<file path="config.mk">
export PLATFORM = sky130hd
export DESIGN_NAME = branch_resolve_unit
export DESIGN_NICKNAME = d
export VERILOG_FILES = /design/src/rtl/br_pkg.sv /design/src/rtl/br_upd_fifo.sv /design/src/rtl/branch_resolve_unit.sv
export SDC_FILE = /design/constraint.sdc
export NUM_CORES = 1
export LEC_CHECK = 0
export CORE_MARGIN = 1
export CORE_UTILIZATION = 54
export DETAILED_ROUTE_END_ITERATION = 8
export GPL_TIMING_DRIVEN = 0
export PLACE_DENSITY = 0.8
export SETUP_SLACK_MARGIN = 0.05
export SYNTH_ARGS = -nofsm -noshare
export SYNTH_HDL_FRONTEND = slang
export SYNTH_SLANG_ARGS = --single-unit
export TNS_END_PERCENT = 1
</file>
<file path="constraint.sdc">
create_clock -name clk -period 3.2 [get_ports clk]
set_input_delay 0.32 -clock clk [delete_from_list [all_inputs] [get_ports clk]]
set_output_delay 0.32 -clock clk [all_outputs]
set_load 0.005 [all_outputs]
</file>
<file path="src/rtl/br_pkg.sv">
// Shared definitions for the branch resolution stage.
//   BR_* : funct3 encodings of the conditional branches
//   br_upd_t : predictor update record {pc, taken, target} at the default
//              32-bit datapath width. The top module declares the same
//              layout at its own XLEN and hands it to the update FIFO as a
//              type parameter.
package br_pkg;

    localparam logic [2:0] BR_BEQ  = 3'b000;
    localparam logic [2:0] BR_BNE  = 3'b001;
    localparam logic [2:0] BR_BLT  = 3'b100;
    localparam logic [2:0] BR_BGE  = 3'b101;
    localparam logic [2:0] BR_BLTU = 3'b110;
    localparam logic [2:0] BR_BGEU = 3'b111;

    localparam int BR_XLEN = 32;

    typedef struct packed {
        logic [BR_XLEN-1:0] pc;
        logic               taken;
        logic [BR_XLEN-1:0] target;
    } br_upd_t;

endpackage

</file>
<file path="src/rtl/br_upd_fifo.sv">
// Update FIFO between branch resolution and the branch predictor.
// Count-based occupancy tracking, pointers wrap modulo DEPTH (power of two).
// Ports:
//   clk, rst_n : clock, asynchronous active-low reset (clears pointers/count)
//   push       : write push_data this cycle
//   push_data  : entry to store
//   pop        : remove the head entry this cycle
//   head       : current head entry (combinational view of the oldest slot)
//   count      : number of stored entries, log2(DEPTH)+1 bits
//   empty      : no entries stored
module br_upd_fifo
    import br_pkg::*;
#(
    parameter int  DEPTH   = 4,
    parameter type entry_t = br_upd_t
) (
    input  logic                       clk,
    input  logic                       rst_n,
    input  logic                       push,
    input  entry_t                     push_data,
    input  logic                       pop,
    output entry_t                     head,
    output logic [$clog2(DEPTH):0]     count,
    output logic                       empty
);

    localparam int AW = $clog2(DEPTH);

    entry_t           mem [DEPTH];
    logic [AW-1:0]    wr_ptr_reg;
    logic [AW-1:0]    rd_ptr_reg;
    logic [AW:0]      count_reg;
    logic             full;
    logic             do_push;
    logic             do_pop;

    assign empty = (count_reg == '0);
    assign full  = (count_reg == (AW+1)'(DEPTH));

    // A push into a full FIFO is allowed only when the head leaves in the
    // same cycle; the slot being written is then the one being vacated.
    assign do_pop  = pop & ~empty;
    assign do_push = push & (~full | do_pop);

    always_ff @(posedge clk or negedge rst_n) begin
        if (!rst_n) begin
            wr_ptr_reg <= '0;
            rd_ptr_reg <= '0;
            count_reg  <= '0;
        end else begin
            if (do_push) wr_ptr_reg <= wr_ptr_reg + 1'b1;
            if (do_pop)  rd_ptr_reg <= rd_ptr_reg + 1'b1;
            if (do_push && !do_pop)      count_reg <= count_reg + 1'b1;
            else if (do_pop && !do_push) count_reg <= count_reg - 1'b1;
        end
    end

    // Storage carries no reset; empty slots are never exposed by the top.
    always_ff @(posedge clk) begin
        if (do_push) mem[wr_ptr_reg] <= push_data;
    end

    assign head  = mem[rd_ptr_reg];
    assign count = count_reg;

endmodule

</file>
<file path="src/rtl/branch_resolve_unit.sv">
// Branch resolution stage: evaluates B-type/JAL/JALR outcome, compares it
// with the front-end prediction, and emits a one-cycle result pulse from a
// single register stage (S1). Resolved outcomes are queued for the branch
// predictor; saturating branch/mispredict counters are kept.
// Ports:
//   clk, rst_n                       : clock, asynchronous active-low reset
//   in_valid/in_ready                : instruction handshake
//   in_pc, in_op1, in_op2, in_imm    : PC, rs1, rs2, sign-extended immediate
//   in_funct3, in_jump, in_jalr      : branch type / unconditional / JALR
//   in_pred_taken, in_pred_target    : front-end prediction
//   flush                            : squash S1 and same-cycle input
//   res_valid, res_taken,
//   res_mispredict, res_redirect_pc  : resolution pulse (N+1)
//   upd_valid/upd_ready, upd_pc,
//   upd_taken, upd_target            : predictor update stream (FIFO head)
//   cnt_branches, cnt_mispred        : saturating performance counters
module branch_resolve_unit
    import br_pkg::*;
#(
    parameter int XLEN      = 32,
    parameter int UPD_DEPTH = 4,
    parameter int CNT_W     = 32
) (
    input  logic             clk,
    input  logic             rst_n,
    input  logic             in_valid,
    output logic             in_ready,
    input  logic [XLEN-1:0]  in_pc,
    input  logic [XLEN-1:0]  in_op1,
    input  logic [XLEN-1:0]  in_op2,
    input  logic [XLEN-1:0]  in_imm,
    input  logic [2:0]       in_funct3,
    input  logic             in_jump,
    input  logic             in_jalr,
    input  logic             in_pred_taken,
    input  logic [XLEN-1:0]  in_pred_target,
    input  logic             flush,
    output logic             res_valid,
    output logic             res_taken,
    output logic             res_mispredict,
    output logic [XLEN-1:0]  res_redirect_pc,
    output logic             upd_valid,
    input  logic             upd_ready,
    output logic [XLEN-1:0]  upd_pc,
    output logic [XLEN-1:0]  upd_target,
    output logic             upd_taken,
    output logic [CNT_W-1:0] cnt_branches,
    output logic [CNT_W-1:0] cnt_mispred
);

    localparam int CW = $clog2(UPD_DEPTH) + 1;

    typedef struct packed {
        logic [XLEN-1:0] pc;
        logic            taken;
        logic [XLEN-1:0] target;
    } upd_entry_t;

    // ---------------- combinational resolution ----------------
    logic            cond;
    logic [XLEN-1:0] target_sum;
    logic [XLEN-1:0] target;
    logic [XLEN-1:0] fall_through;
    logic            taken;
    logic            mispredict;
    logic            accept;

    always_comb begin
        cond = 1'b0;
        case (in_funct3)
            BR_BEQ:  cond = (in_op1 == in_op2);
            BR_BNE:  cond = (in_op1 != in_op2);
            BR_BLT:  cond = ($signed(in_op1) <  $signed(in_op2));
            BR_BGE:  cond = ($signed(in_op1) >= $signed(in_op2));
            BR_BLTU: cond = (in_op1 <  in_op2);
            BR_BGEU: cond = (in_op1 >= in_op2);
            default: cond = 1'b0;
        endcase
    end

    // in_jalr only has meaning together with in_jump.
    assign target_sum   = (in_jump & in_jalr) ? (in_op1 + in_imm) : (in_pc + in_imm);
    assign target       = (in_jump & in_jalr) ? {target_sum[XLEN-1:1], 1'b0} : target_sum;
    assign fall_through = in_pc + XLEN'(4);
    assign taken        = in_jump | (~in_jump & cond);
    assign mispredict   = (taken != in_pred_taken) | (taken & (target != in_pred_target));
    assign accept       = in_valid & in_ready & ~flush;

    // ---------------- S1 register ----------------
    logic            s1_valid_reg;
    logic            s1_taken_reg;
    logic            s1_mispredict_reg;
    logic [XLEN-1:0] s1_redirect_reg;
    logic [XLEN-1:0] s1_pc_reg;
    logic [XLEN-1:0] s1_target_reg;

    always_ff @(posedge clk or negedge rst_n) begin
        if (!rst_n) begin
            s1_valid_reg      <= 1'b0;
            s1_taken_reg      <= 1'b0;
            s1_mispredict_reg <= 1'b0;
            s1_redirect_reg   <= '0;
            s1_pc_reg         <= '0;
            s1_target_reg     <= '0;
        end else begin
            s1_valid_reg <= accept;
            if (accept) begin
                s1_taken_reg      <= taken;
                s1_mispredict_reg <= mispredict;
                s1_redirect_reg   <= taken ? target : fall_through;
                s1_pc_reg         <= in_pc;
                s1_target_reg     <= target;
            end
        end
    end

    assign res_valid       = s1_valid_reg & ~flush;
    assign res_taken       = s1_taken_reg;
    assign res_mispredict  = s1_mispredict_reg;
    assign res_redirect_pc = s1_redirect_reg;

    // ---------------- update FIFO ----------------
    logic          push;
    logic          pop;
    upd_entry_t    push_data;
    upd_entry_t    head;
    logic [CW-1:0] fifo_count;
    logic          fifo_empty;
    logic [CW:0]   occupancy;

    assign push      = res_valid;
    assign pop       = upd_valid & upd_ready;
    assign push_data = '{pc: s1_pc_reg, taken: s1_taken_reg, target: s1_target_reg};

    br_upd_fifo #(
        .DEPTH   (UPD_DEPTH),
        .entry_t (upd_entry_t)
    ) u_fifo (
        .clk       (clk),
        .rst_n     (rst_n),
        .push      (push),
        .push_data (push_data),
        .pop       (pop),
        .head      (head),
        .count     (fifo_count),
        .empty     (fifo_empty)
    );

    assign upd_valid  = ~fifo_empty;
    // Head slot contents are only meaningful when an entry is present.
    assign upd_pc     = upd_valid ? head.pc     : '0;
    assign upd_taken  = upd_valid ? head.taken  : 1'b0;
    assign upd_target = upd_valid ? head.target : '0;

    // Counting S1 as occupied reserves a FIFO slot for it, so S1 never stalls.
    assign occupancy = {1'b0, fifo_count} + {{CW{1'b0}}, s1_valid_reg};
    assign in_ready  = (occupancy < (CW+1)'(UPD_DEPTH));

    // ---------------- performance counters ----------------
    logic [CNT_W-1:0] cnt_branches_reg;
    logic [CNT_W-1:0] cnt_mispred_reg;

    always_ff @(posedge clk or negedge rst_n) begin
        if (!rst_n) begin
            cnt_branches_reg <= '0;
            cnt_mispred_reg  <= '0;
        end else if (push) begin
            if (cnt_branches_reg != '1)
                cnt_branches_reg <= cnt_branches_reg + 1'b1;
            if (s1_mispredict_reg && (cnt_mispred_reg != '1))
                cnt_mispred_reg <= cnt_mispred_reg + 1'b1;
        end
    end

    assign cnt_branches = cnt_branches_reg;
    assign cnt_mispred  = cnt_mispred_reg;

endmodule

</file>
Word-level counts from Yosys, hierarchy flattened
Memory sizes are Yosys's and may differ from the RTL's.
Cells that the tools add are included.
{"block": "op_classes", "n_mux": 11, "bitwise": 16, "eq_ne": 12, "magnitude_cmp": 5, "n_reduce_logical": 10, "addsub": 10}
{"op": "32-bit two-way mux", "count": 4}
{"op": "32-bit by 1-bit adder with 32-bit output, second input constant", "count": 2}
{"op": "32-bit adder", "count": 2}
{"op": "32-bit >= comparator", "count": 2}
{"op": "32-bit < comparator", "count": 2}
{"op": "32-bit inequality test", "count": 2}
{"op": "32-bit inequality test, second input constant", "count": 2}
{"op": "32-bit by 3-bit adder with 32-bit output, second input constant", "count": 1}
{"op": "32-bit == test", "count": 1}
{"op": "3-bit == test, second input constant", "count": 5}
{"op": "1-bit AND", "count": 9}
{"op": "3-bit zero test", "count": 2}
{"op": "3-bit two-way mux", "count": 2}
{"op": "1-bit one-hot mux with 6 select lines", "count": 1}
{"op": "2-bit by 1-bit adder with 2-bit output, second input constant", "count": 2}
{"op": "3-bit by 1-bit adder with 4-bit output", "count": 1}
{"op": "4-bit by 3-bit < comparator with 1-bit output, second input constant", "count": 1}
{"op": "1-bit two-way mux", "count": 4}
{"op": "1-bit NOT", "count": 4}
{"op": "2-bit AND reduction", "count": 2}
{"op": "3-bit by 1-bit adder with 3-bit output, second input constant", "count": 1}
{"op": "3-bit by 1-bit == test with 1-bit output, second input constant", "count": 1}
{"op": "1-bit logical AND", "count": 3}
{"op": "1-bit bitwise OR", "count": 3}
{"op": "4 further kinds", "count": 5}
{"block": "word_totals", "memories": 1, "regBits": 170, "elab_cells": 76, "mem_bits_rw": 260}
{"name": "u_fifo.mem", "depth": 4, "width": 65, "rd": 1, "rd_clocked_by_memory_dff": 0, "wr": 1, "line_no": "br_upd_fifo.sv:29", "source": "entry_t mem [DEPTH];"}

Depth between registers and ports, before layout
{"block": "depth", "depth_word": 10, "mapped_depth": 18, "mapped_depth_nobuf": 17}

Modules after synthesis
Synthesis repeated with hierarchy kept, for this count alone.
{"block": "hier_totals", "hier_cells": 1703, "area_unflattened_um2": 21274.2}
{"mod": "branch_resolve_unit", "cells_per_inst": 1329, "n_inst": 1, "area_each_um2": 11446.0}
{"mod": "br_upd_fifo", "cells_per_inst": 374, "n_inst": 1, "area_each_um2": 9828.2}

Least setup slack after synthesis
No wires, ideal clock.
{"block": "synth_path", "kind": "input -> register", "from": "input in_jump", "to": "register s1_mispredict_reg (netlist: res_mispredict)", "path_stages": 16, "arrival_ns": 3.599, "required_time_ns": 3.073, "path_buffers": 2, "setup_ns": 0.127, "setup_slack_ns": -0.526, "path_cell_list": "nand2_1 clkbuf_1 mux2_2 ha_1 buf_2 o211ai_1 nor2_1 a21oi_1 o21ai_0 mux2_2 nor4_1 nand4_1 nor4_2 nand4_1 nor3_1 a21oi_1"}
{"block": "synth_between", "elab_chain_cells": 6, "elab_cells_between_ends": 10, "cone_classes": "eq/ne (2); mux (2); bitwise (6)"}
{"element": "start: declaration", "line_no": "branch_resolve_unit.sv:33", "source": "input logic in_jump,"}
{"element": "1-bit AND", "line_no": "branch_resolve_unit.sv:82, branch_resolve_unit.sv:83"}
{"element": "32-bit two-way mux", "line_no": "branch_resolve_unit.sv:82", "source": "assign target_sum = (in_jump & in_jalr) ? (in_op1 + in_imm) : (in_pc + in_imm);"}
{"element": "1-bit two-way mux", "line_no": "branch_resolve_unit.sv:83", "source": "assign target = (in_jump & in_jalr) ? {target_sum[XLEN-1:1], 1'b0} : target_sum;"}
{"element": "32-bit inequality test", "line_no": "branch_resolve_unit.sv:86", "source": "assign mispredict = (taken != in_pred_taken) | (taken & (target != in_pred_target));"}
{"element": "1-bit AND", "line_no": "branch_resolve_unit.sv:86"}
{"element": "1-bit bitwise OR *", "line_no": "branch_resolve_unit.sv:86"}
{"element": "end signal: assignment", "line_no": "branch_resolve_unit.sv:109", "source": "s1_mispredict_reg <= mispredict;"}
{"element": "end: declaration", "line_no": "branch_resolve_unit.sv:92", "source": "logic s1_mispredict_reg;"}
Mark *: on every way between the ends. The rest lies on a longest branch, timed or not.
A chain may end at the register's enable or synchronous reset.

Worst setup path in the final report
{"block": "layout_path", "from": "input in_jalr", "to": "register s1_mispredict_reg (netlist: res_mispredict)"}
{"block": "layout_between", "elab_chain_cells": 6}
{"element": "start: declaration", "line_no": "branch_resolve_unit.sv:34", "source": "input logic in_jalr,"}
{"element": "1-bit AND *", "line_no": "branch_resolve_unit.sv:82, branch_resolve_unit.sv:83"}
{"element": "32-bit two-way mux", "line_no": "branch_resolve_unit.sv:82"}
{"element": "1-bit two-way mux", "line_no": "branch_resolve_unit.sv:83"}
{"element": "32-bit inequality test *", "line_no": "branch_resolve_unit.sv:86"}
{"element": "1-bit AND *", "line_no": "branch_resolve_unit.sv:86"}
{"element": "1-bit bitwise OR *", "line_no": "branch_resolve_unit.sv:86"}
Marks and branches as above.

==> flow_summary.toml <==
[cells_and_area]
top_register = "u_fifo.mem"
syn2layout_area_growth_pct = 29.2
design_area_um2 = 27200
regArea_um2 = 12100
diodes = 0
final_nets = 2332
drive_gt1_share_pct = 14.4
fin_cells = 2629
multi_input_area_um2 = 8950
fillers = 2549
largest_reg_flops = 260

[setup_path]
start_kind = "input port"
path_class = "input port to register"
worstPathRequired_ns = 3.62
reg2reg_to = "res_mispredict"
worst_setup_path_end_kind = "register"
crit_fanout = 7
rr_worst_depth = 12
rrSetupSlack_ns = -0.08
startpoint = "in_jalr"
rr_startpoint = "u_fifo.count[1]"
worstPathArrival_ns = 3.86
cp-endpoint = "res_mispredict"

[timing]
hold_viol_final = 0
timing.final.ws_setup_ns = -0.240
fmax_ghz = 0.291
layout_min_cycle_time_ns = 3.44
setup_viol = 13
slew_headroom_pct = 50.3
worst_slew_pin_slew_ns = 0.746
final.setup.tns_ns = -0.684
rsz0062_at_grt = "true"
slew_viol_final = 0
post-route-period-util_pct = 108
finalClockSkew_ns = 0.0139

[cts]
clk-insertion-delay-late_ns = 0.53
cts_tree = "built"
cts_buffers = 41
htreeDepth = 2
ctsLongestPathBuffers = 3
path_clk_slew_ns = 0.07
cts_root_buf = "clkbuf_16"
cts.sinks = 430

[synthesis]
synth_cells = 1690
async_flop_share_pct = 39.5
ys_types = 71
synth_nets = 1937
avgSynthCellArea_um2 = 12.5
synth.area.top_cells = "edfxtp_1 37%, dfrtp_1 20%, mux4_2 7.0%"
netlist_area_um2 = 21100
yosysWarnings = 0
synth_edf_count = 260
synth_top_area_cell = "edfxtp_1"
synth_top_area_share_pct = 37.1
synth-seq-area-share_pct = 57.3
ys.flop_type = "edfxtp_1"
ys_seq_elements = 430

[global_routing]
overflow = 0
grt_pass1_vias = 15836
grt_pass1_wl_um = 91900
grt_start_max_net_pins = 110
grtUsageTotal_pct = 31.3
antenna_found_initial = 0

[place]
portBuffers = 335
routabilityCongestion = 0.943
placed_area_um2 = 25200
dp_hpwl_um = 44700
placed_cells = 2541

[floorplanning]
start_util_pct = 55.4
rows = 71
io_pins = 337
die_x_um = 199
dieArea_um2 = 39800
core_um2 = 38000
die_h_um = 199

[power]
swShare_pct = 31.2
peakVddDrop_uv = 434
p_sw_mw = 6.16
p_int_mw = 13.6
seqPwrFrac_pct = 41.5
combPwrFrac_pct = 34.0
p_leak_nw = 10.7
power.density_nw_per_um2 = 725
clkPwrFrac_pct = 24.6

[drt]
via_per_inst = 5.87
drcViolationCount = 0
dr.first_iter.drc_count = 1264
antenna_left = 0
postRouteWirelength_um = 60900
wl_per_cell_um = 23.2
vias = 15440
first_pass_iters = 5

[run]
cap_violations = 0

[hold_path]
hold_start = "in_pc[3]"
hold_path.class = "input port to register"

[outcome]
status = "finished with violations"
violations = "negative setup slack"
==> worst min path at each step <==
| stage | to | cells past startpoint |
|---|---|---|
| after global routing | s1_pc_reg[17] | 3 |
| after CTS | s1_pc_reg[5] | 3 |
| after floorplan | cnt_branches[0] | 0 |
| after global placement | res_redirect_pc[6] | 2 |
| after detailed placement | cnt_branches[19] | 1 |
| final | s1_pc_reg[3] | 3 |
==> power by group through the flow <==
stage	Clock (mW)	Sequential, mW	Combinational (mW)
after floorplan	0	7.82	3.27
after global placement	0	8.11	6.24
after detailed placement	0	8.21	6.40
after CTS	4.89	8.13	6.68
after global routing	5.08	8.25	7.22
final	4.85	8.18	6.70
==> metrics by stage <==
stage	power [mW]	setup slack, ns	utilization, %	hold WS [ns]
2_1_floorplan	11.1	-0.256	-	0.0244
3_3_place_gp	14.4	-5.11	65.9	0.461
3_5_place_dp	14.6	-1.90	66.3	0.286
4_1_cts	19.7	-0.307	70.9	0.194
5_1_grt	20.6	-0.396	71.6	0.193
6_report	19.7	-0.240	71.6	0.191
==> cell type report <==
class,instances,area share [%]
Timing Repair Buffer,355,13.3
Inverter,51,0.704
Buffer,62,1.42
Clock buffer,58,4.42
Tap cell,511,2.35
Sequential cell,430,44.3
Clock inverter,18,0.561
Multi-Input combinational cell,1144,32.9
==> kinds of logic (layout without fill, tap and decap cells) <==
logic type	Yosys count	after routing	share of synthesized area [%]
simple gates	571	571	13.0
flops	430	430	57.3
compound gates	223	223	6.45
xor+xnor	155	155	6.66
mux	119	119	9.82
buf+inv	116	544	2.22
fa+ha+maj	76	76	4.59
==> critical path: stages <==
cell       delay (ns)
buf_8            0.11
nand2_8          0.11
clkbuf_16        0.16
nand2_4          0.05
o21ai_4          0.08
ha_4             0.18
inv_2            0.04
fa_2             0.58
xor2_2           0.16
o211ai_1         0.11
or4_4            0.45
nor4_4           0.26
nand4_1          0.14
nor4_2           0.30
o2111ai_2        0.17
nor4_2           0.20
nand4_1          0.18
nor3_2           0.16
a21oi_1          0.08
==> cells in the final DEF (no fill, tap or decap), drive strengths merged, types with 65 or more instances in the layout <==
| cell | n |
|---|---|
| and2 | 73 |
| clkbuf | 96 |
| clkdlybuf4s50 | 310 |
| dfrtp | 170 |
| edfxtp | 260 |
| ha | 74 |
| mux4 | 65 |
| nand2 | 268 |
| nor2 | 67 |
| o21ai | 93 |
| xnor2 | 102 |
==> timing repair <==
action                     4_1_cts  5_1_grt
gates cloned                     0        0
pin swaps                       22       18
hold endpoints to repair        61        0
gates resized for setup        128       53
setup endpoints to repair      122       82
hold buffers                     1        0
setup buffers                    8        6
==> synth_stat cells, types with 15 or more instances <==
cell,count
nand3_1,50
dfrtp_1,170
inv_1,51
edfxtp_1,260
and2_1,73
and3_1,22
a21oi_1,58
a21o_1,15
mux2_2,49
mux4_2,65
o21ai_1,15
nor2_1,67
xor2_1,50
clkbuf_1,44
ha_1,74
xnor2_1,102
nand2_1,268
o21ai_0,78
nand4_1,25
==> metal layers <==
layer	vias to the layer above	global-route usage, %	wire length, µm
met5	-	0	0
met4	0	11.7	2150
met3	133	5.16	4920
met2	802	53.0	30300
met1	7614	40.7	23600
li1	6891	-	-
(Power assumes the default switching activity.)
